==> src/rtl/crc22_chk_pkg.sv <==
// Shared definitions for the DMB crc22 generator/checker pair:
// word-step CRC function, CRC word marker and checker state encoding.
package crc22_chk_pkg;

  localparam logic [3:0] CRC_MARK = 4'hE;

  typedef enum logic {
    ST_IDLE  = 1'b0,
    ST_FRAME = 1'b1
  } state_t;

  // One 16-bit word through x^22+x+1, LSB first; bits 22/23 are the
  // parities of the two 11-bit halves that travel in the CRC words.
  function automatic logic [23:0] crc22_next(input logic [15:0] din,
                                             input logic [21:0] fb);
    logic [21:0] c;
    logic        t;
    c = fb;
    for (int k = 0; k < 16; k++) begin
      t = c[0] ^ din[k];
      c = {t, c[21] ^ t, c[20:1]};
    end
    return {^c[21:11], ^c[10:0], c};
  endfunction

endpackage

==> src/rtl/crc22_step.sv <==
// Combinational single-word crc22 step; zero latency, no flow control.
module crc22_step
  import crc22_chk_pkg::*;
(
  input  logic [15:0] i_din,
  input  logic [21:0] i_fb,
  output logic [23:0] o_crc
);

  assign o_crc = crc22_next(i_din, i_fb);

endmodule

==> config.mk <==
export PLATFORM = sky130hd
export DESIGN_NAME = crc22_step
export DESIGN_NICKNAME = d
export VERILOG_FILES = /design/src/rtl/crc22_chk_pkg.sv /design/src/rtl/crc22_step.sv
export SDC_FILE = /design/constraint.sdc
export NUM_CORES = 1
export LEC_CHECK = 0
export CORE_MARGIN = 8
export CORE_UTILIZATION = 21
export DETAILED_ROUTE_END_ITERATION = 8
export MAX_ROUTING_LAYER = met4
export PLACE_DENSITY = 0.81
export SLEW_MARGIN = 10
export SYNTH_ARGS = -nofsm -noshare
export SYNTH_HDL_FRONTEND = slang
export SYNTH_SLANG_ARGS = --single-unit
==> constraint.sdc <==
create_clock -name vclk -period 0.9
set_clock_uncertainty 0.2 [all_clocks]
set_input_delay 0.18 -clock vclk [all_inputs]
set_output_delay 0.18 -clock vclk [all_outputs]
set_load 0.02 [all_outputs]
==> impl_metrics.py, run 1 <==
metrics = {
    "outcome": {
        "status": "aborted with a tool error",
        "haltStage": "clock tree synthesis",
        "firstError": "[ERROR DPL-0038] Utilization greater than 100%, impossible to legalize",
    },
    "floorplan": {
        "num_io_pins": 62,
        "die_w_um": 58.4,
        "die_y_um": 58.4,
        "initial_core_util_pct": 22.1,
        "num_rows": 15,
    },
    "clock_tree": {
        "cts_resized": 367,
        "post_cts_buffers": 10,
        "cts_hold_buf": 0,
    },
    "placement": {
        "portBuffers": 62,
        "pre_cts_ws_ps": -1380,
        "dp_hpwl_mm": 1.97,
        "dpl_cell_area_sq_um": 1510,
        "finalWeightedCongestion": 0.654,
    },
    "synth": {
        "netlist_area_sq_um": 378,
        "syn_avg_cell_area_sq_um": 8.79,
        "yosys_warnings": 0,
        "yosys.cell_types.count": 4,
        "postSynthCellCount": 43,
        "syn_nets": 81,
        "seq_area_frac_synth_pct": 0,
    },
}
-- metrics by stage --
stage | TNS, ps | std cells
floorplan | -2530 | 43
global placement | -27400 | 127
detailed placement | -27990 | 127
-- cell usage after synthesis --
| master | n | area share [%] |
|---|---|---|
| xnor2_1 | 28 | 65 |
| xor2_2 | 1 | 4.3 |
| xor2_1 | 9 | 21 |
| buf_4 | 5 | 9.9 |
-- cell families after synthesis --
| group | after synthesis | share of synthesized area [%] |
|---|---|---|
| XOR/XNOR | 38 | 90.1 |
| buffers and inverters | 5 | 9.93 |
==> run 2, diff against run 1 <==
--- a/config.mk
+++ b/config.mk
@@ -5,11 +5,10 @@
 export SDC_FILE = /design/constraint.sdc
 export NUM_CORES = 1
 export LEC_CHECK = 0
-export CORE_MARGIN = 8
-export CORE_UTILIZATION = 21
+export CORE_AREA = 8 8 69 71
 export DETAILED_ROUTE_END_ITERATION = 8
-export MAX_ROUTING_LAYER = met4
-export PLACE_DENSITY = 0.81
+export DIE_AREA = 0 0 77 79
+export PLACE_DENSITY_LB_ADDON = 0.15
 export SLEW_MARGIN = 10
 export SYNTH_ARGS = -nofsm -noshare
 export SYNTH_HDL_FRONTEND = slang
==> constraint.sdc (replaced) <==
create_clock -name vclk -period 1.2
set_clock_uncertainty 0.2 [all_clocks]
set_input_delay 0.24 -clock vclk [all_inputs]
set_output_delay 0.24 -clock vclk [all_outputs]
set_load 0.02 [all_outputs]
==> impl_metrics.py, run 2 <==
metrics = {
    "global_routing": {
        "grt_use_met2_pct": 13.9,
        "grt_pass1_wl_mm": 3.28,
        "grt.busiest_layer": "met2",
        "grt_pass1_vias": 658,
        "gr-total-overflow": 0,
        "grt_max_degree": 4,
        "met3_usage_pct": 1.13,
        "grt_usage_pct": 6.36,
        "antenna_found_initial": 0,
        "use_met1_pct": 6.25,
    },
    "outcome": {
        "status": "complete, but fails checks",
        "violations": "setup timing",
    },
    "power_and_ir_drop": {
        "power.density_nw_per_um2": 707,
        "vdd_ir_drop_max_uv": 198,
        "leakage_nw": 0.745,
    },
    "sta": {
        "fin_ws_ps": -213,
        "maxSlewHeadroom_pct": 85.4,
        "timing.final.crit_share_pct": 118,
        "hold_violations": 0,
        "max_freq_ghz": 0.708,
        "setup_tns_ps": -2660,
        "worst_pin_slew_ps": 220,
        "setup_viol": 18,
        "final_max_slew_viol_count": 0,
        "layout_min_cycle_time_ps": 1410,
        "rsz0062_at_grt": "true",
    },
    "synth": {
        "postSynthCellCount": 43,
        "yosys.area.top_type_share_pct": 64.9,
        "seq_area_frac_synth_pct": 0,
        "yosys-top-cells-count": "28 x xnor2_1, 9 x xor2_1, 5 x buf_4",
        "synthTopCellsByArea": "xnor2_1 65%, xor2_1 21%, buf_4 9.9%",
        "synth.most_common_cell": "xnor2_1",
        "synth_area_leader_cell": "xnor2_1",
        "syn_nets": 81,
        "yosys.cell_types.count": 4,
        "syn_avg_cell_area_sq_um": 8.79,
        "yosys_warnings": 0,
        "netlist_area_sq_um": 378,
    },
    "worst_setup_path": {
        "worst-path-stages": 5,
        "crit_start": "i_fb[5]",
        "crit_end": "o_crc[22]",
        "critPathLaunchType": "primary input",
        "crit_family": "XOR/XNOR gates",
        "cp_data_arrival_time_ps": 970,
        "critPathSlowestCell": "xor2_4",
        "endpoint_kind": "output port",
        "path_class": "in2out",
        "cp_max_fo": 2,
        "slowest_delay_ps": 180,
        "crit_required_ps": 760,
        "cp_num_buf_inv": 2,
        "path_cells": "buf_8, xor2_4, xnor2_2, xnor2_2, buf_4",
        "cpMostUsedCell": "xnor2_2",
    },
    "clock_tree": {
        "cts_hold_buf": 0,
    },
    "finish": {
        "drive_gt1_share_pct": 95.9,
        "n_sequential_cell": 0,
        "multi_input_area_sq_um": 764,
        "seq_area_sq_um": 0,
        "nets": 161,
        "antennaDiodeCount": 0,
        "fillerInstances": 375,
        "synthToLayoutAreaGrowth_pct": 326,
        "clkbuf_count": 0,
        "layout_common_cells": "31 x buf_4, 29 x buf_6, 19 x xnor2_2",
        "utilization_pct": 42.4,
        "final_common_cell": "buf_4",
    },
    "routing": {
        "drcViolationCount": 0,
        "drt-total-wl_mm": 1.99,
        "dr_total_vias": 559,
        "dr.pass1.iters": 2,
        "ant_nets": 0,
        "wl_per_cell_um": 11.7,
        "vias_per_cell": 3.27,
        "drtIter0Drc": 4,
    },
    "floorplan": {
        "die_y_um": 79,
        "num_rows": 23,
        "num_io_pins": 62,
        "core-area_sq_um": 3800,
        "initial_core_util_pct": 9.95,
        "die_w_um": 77,
        "die_area_sq_um": 6080,
    },
    "placement": {
        "dp_hpwl_mm": 1.66,
        "finalWeightedCongestion": 0.626,
        "portBuffers": 62,
    },
    "hold_path": {
        "hold_class": "in2out",
    },
    "job": {
        "cap_violations": 0,
    },
}
run 2: cells by family (layout without fill, tap and decap cells):
group	after synthesis	after routing	share of synthesized area, %
xor gates and xnor gates	38	38	90.1
buffers and inverters	5	83	9.93
run 2: area by class of cell:
class,instances,area share (%)
repair buffers,83,48.6
multi-input cells,38,47.5
well taps,50,3.89
run 2: timing repair:
item,4_1_cts,5_1_grt
pin swaps,36,15
setup buffers,18,1
resized for setup,306,24
hold endpoints to repair,0,0
setup endpoints to repair,24,19
run 2: report_power, final:
group	leakage, nW	internal, W	switching (W)
sequential	0	0	0
clock	0	0	0
combinational	0.745	0.000655	0.000483
total	0.745	0.000655	0.000483
run 2: worst min-delay path by stage:
stage / slack (ps) / startpoint / depth (start not counted) / end
after floorplan: 360 / i_fb[15] / 1 / o_crc[21]
after global placement: 1270 / i_fb[16] / 2 / o_crc[0]
after detailed placement: 1260 / i_fb[17] / 2 / o_crc[1]
after CTS: 640 / i_din[15] / 3 / o_crc[21]
after global routing: 640 / i_din[15] / 3 / o_crc[21]
final: 630 / i_din[15] / 3 / o_crc[21]
run 2: metal layers:
metal / wire length [um] / vias to the layer above / part of all wire [%]
met1: 589 / 261 / 30
met4: 0 / 0 / 0
met2: 1290 / 27 / 65
li1: - / 271 / -
met3: 113 / 0 / 5.7
met5: 0 / - / 0
run 2: through the flow:
| step | area [sq um] | instances | hold slack, ps | setup WS (ps) | power [W] |
|---|---|---|---|---|---|
| after floorplan | 626 | 43 | 360 | -172 | 0.000523 |
| after global placement | 1290 | 152 | 1270 | -1140 | 0.000974 |
| after detailed placement | 1290 | 152 | 1260 | -1150 | 0.000977 |
| after CTS | 1480 | 170 | 640 | -235 | 0.00109 |
| after global routing | 1610 | 171 | 644 | -249 | 0.00120 |
| final | 1610 | 171 | 634 | -213 | 0.00114 |
No activity file was read; power rests on OpenSTA's default activity.
==> run 3, diff against run 2 <==
--- a/config.mk
+++ b/config.mk
@@ -5,9 +5,11 @@
 export SDC_FILE = /design/constraint.sdc
 export NUM_CORES = 1
 export LEC_CHECK = 0
-export CORE_AREA = 8 8 69 71
+export CELL_PAD_IN_SITES_DETAIL_PLACEMENT = 1
+export CELL_PAD_IN_SITES_GLOBAL_PLACEMENT = 2
+export CORE_MARGIN = 8
+export CORE_UTILIZATION = 10
 export DETAILED_ROUTE_END_ITERATION = 8
-export DIE_AREA = 0 0 77 79
 export PLACE_DENSITY_LB_ADDON = 0.15
 export SLEW_MARGIN = 10
 export SYNTH_ARGS = -nofsm -noshare
==> impl_metrics.py, run 3 (synthesized netlist as in run 2, its figures left out) <==
metrics = {
    "outcome": {
        "status": "complete, but fails checks",
        "violations": "setup timing",
    },
    "power_and_ir_drop": {
        "finalPower_w": 0.00119,
        "power.density_nw_per_um2": 726,
        "leakage_nw": 0.748,
        "vdd_ir_drop_max_uv": 256,
    },
    "global_routing": {
        "grt_usage_pct": 7.04,
        "antenna_found_initial": 0,
        "grt_pass1_wl_mm": 3.57,
        "grt_max_degree": 4,
        "gr-total-overflow": 0,
        "grt_pass1_vias": 743,
    },
    "finish": {
        "multi_input_area_sq_um": 798,
        "antennaDiodeCount": 0,
        "layout_common_cells": "32 x buf_6, 26 x buf_4, 17 x xnor2_2, 12 x buf_2, 11 x xnor2_4",
        "final_common_cell": "buf_6",
        "seq_area_sq_um": 0,
        "synthToLayoutAreaGrowth_pct": 333,
        "drive_gt1_share_pct": 95.9,
        "fillerInstances": 385,
        "nets": 161,
        "n_sequential_cell": 0,
        "clkbuf_count": 0,
    },
    "routing": {
        "highest_layer": "met3",
        "wl_per_cell_um": 12.9,
        "drtIter0Drc": 0,
        "vias_per_cell": 3.36,
        "wl_met3_um": 263,
        "wl_met1_um": 638,
        "ant_nets": 0,
        "dr_total_vias": 567,
        "met2_length_mm": 1.28,
        "dr.pass1.iters": 1,
        "drt-total-wl_mm": 2.19,
        "drcViolationCount": 0,
    },
    "sta": {
        "final_max_slew_viol_count": 0,
        "max_freq_ghz": 0.707,
        "hold_violations": 0,
        "worst_pin_slew_ps": 221,
        "layout_min_cycle_time_ps": 1420,
        "fin_ws_ps": -215,
        "rsz0062_at_grt": "true",
        "setup_viol": 18,
        "whs_ps": 638,
        "timing.final.crit_share_pct": 118,
        "maxSlewHeadroom_pct": 85.3,
    },
    "floorplan": {
        "die_w_um": 77.5,
        "die_area_sq_um": 6000,
        "die_y_um": 77.5,
        "num_io_pins": 62,
        "initial_core_util_pct": 10.3,
        "num_rows": 22,
        "core-area_sq_um": 3660,
    },
    "placement": {
        "portBuffers": 62,
        "finalWeightedCongestion": 0.628,
        "dp_hpwl_mm": 1.77,
    },
    "hold_path": {
        "hold_path_depth": 3,
        "min_to": "o_crc[21]",
        "hold_class": "in2out",
        "min_from": "i_din[15]",
    },
    "worst_setup_path": {
        "cp_data_arrival_time_ps": 980,
        "path_class": "in2out",
        "crit_required_ps": 760,
        "cp_max_fo": 2,
        "endpoint_kind": "output port",
        "critPathLaunchType": "primary input",
    },
    "job": {
        "cap_violations": 0,
    },
}
[run 3: power breakdown]
| group | internal (W) | total, W | switching, W |
|---|---|---|---|
| registers | 0 | 0 | 0 |
| clock network | 0 | 0 | 0 |
| logic | 0.000677 | 0.00119 | 0.000513 |
| total | 0.000677 | 0.00119 | 0.000513 |
[run 3: repair_timing]
action	CTS	global route
pin swaps	37	16
endpoints found under the setup margin	24	18
buffers inserted	17	2
hold buffers	0	0
resized for setup	301	29
[run 3: stage by stage]
step           utilization [%]  cell area [sq um]  instances  setup TNS, ps  setup slack [ps]
2_1_floorplan                -                626         43           -389              -172
6_report                  44.7               1640        169          -2790              -215
5_1_grt                   44.7               1640        169          -3400              -255
4_1_cts                   39.9               1460        167          -2750              -240
3_5_place_dp              35.1               1280        150         -22850             -1160
3_3_place_gp              35.1               1280        150         -22640             -1140
[run 3: worst max path at each step]
stage | start | endpoint | slack (ps) | depth (start not counted)
after floorplan | i_fb[5] | o_crc[22] | -170 | 3
after global placement | i_fb[5] | o_crc[11] | -1140 | 5
after detailed placement | i_fb[5] | o_crc[10] | -1160 | 5
after CTS | i_din[5] | o_crc[22] | -240 | 5
after global routing | i_din[5] | o_crc[22] | -250 | 5
final | i_fb[20] | o_crc[22] | -220 | 5
[run 3: cell type report]
cell class | count | area share (%)
Multi-Input combinational cell | 38 | 48.7
Tap cell | 48 | 3.67
Timing Repair Buffer | 83 | 47.6
[run 3: worst max-delay path, stage by stage]
cell and delay, ps:
buf_4 130, xnor2_4 120, xnor2_2 200, xnor2_2 130, buf_4 150
[run 3: layer usage]
metal	track usage [%]	vias to the layer above
li1	-	276
met1	6.18	261
met2	14.5	30
met3	3.57	0
met4	0	0
met5	0	-
==> run 4, diff against run 3 <==
--- a/config.mk
+++ b/config.mk
@@ -5,11 +5,9 @@
 export SDC_FILE = /design/constraint.sdc
 export NUM_CORES = 1
 export LEC_CHECK = 0
-export CELL_PAD_IN_SITES_DETAIL_PLACEMENT = 1
-export CELL_PAD_IN_SITES_GLOBAL_PLACEMENT = 2
-export CORE_MARGIN = 8
-export CORE_UTILIZATION = 10
+export CORE_AREA = 8 8 69 71
 export DETAILED_ROUTE_END_ITERATION = 8
+export DIE_AREA = 0 0 77 79
 export PLACE_DENSITY_LB_ADDON = 0.15
 export SLEW_MARGIN = 10
 export SYNTH_ARGS = -nofsm -noshare
==> results of run 4 <==
The final DEF is identical to that of run 2; final timing and power are the same.
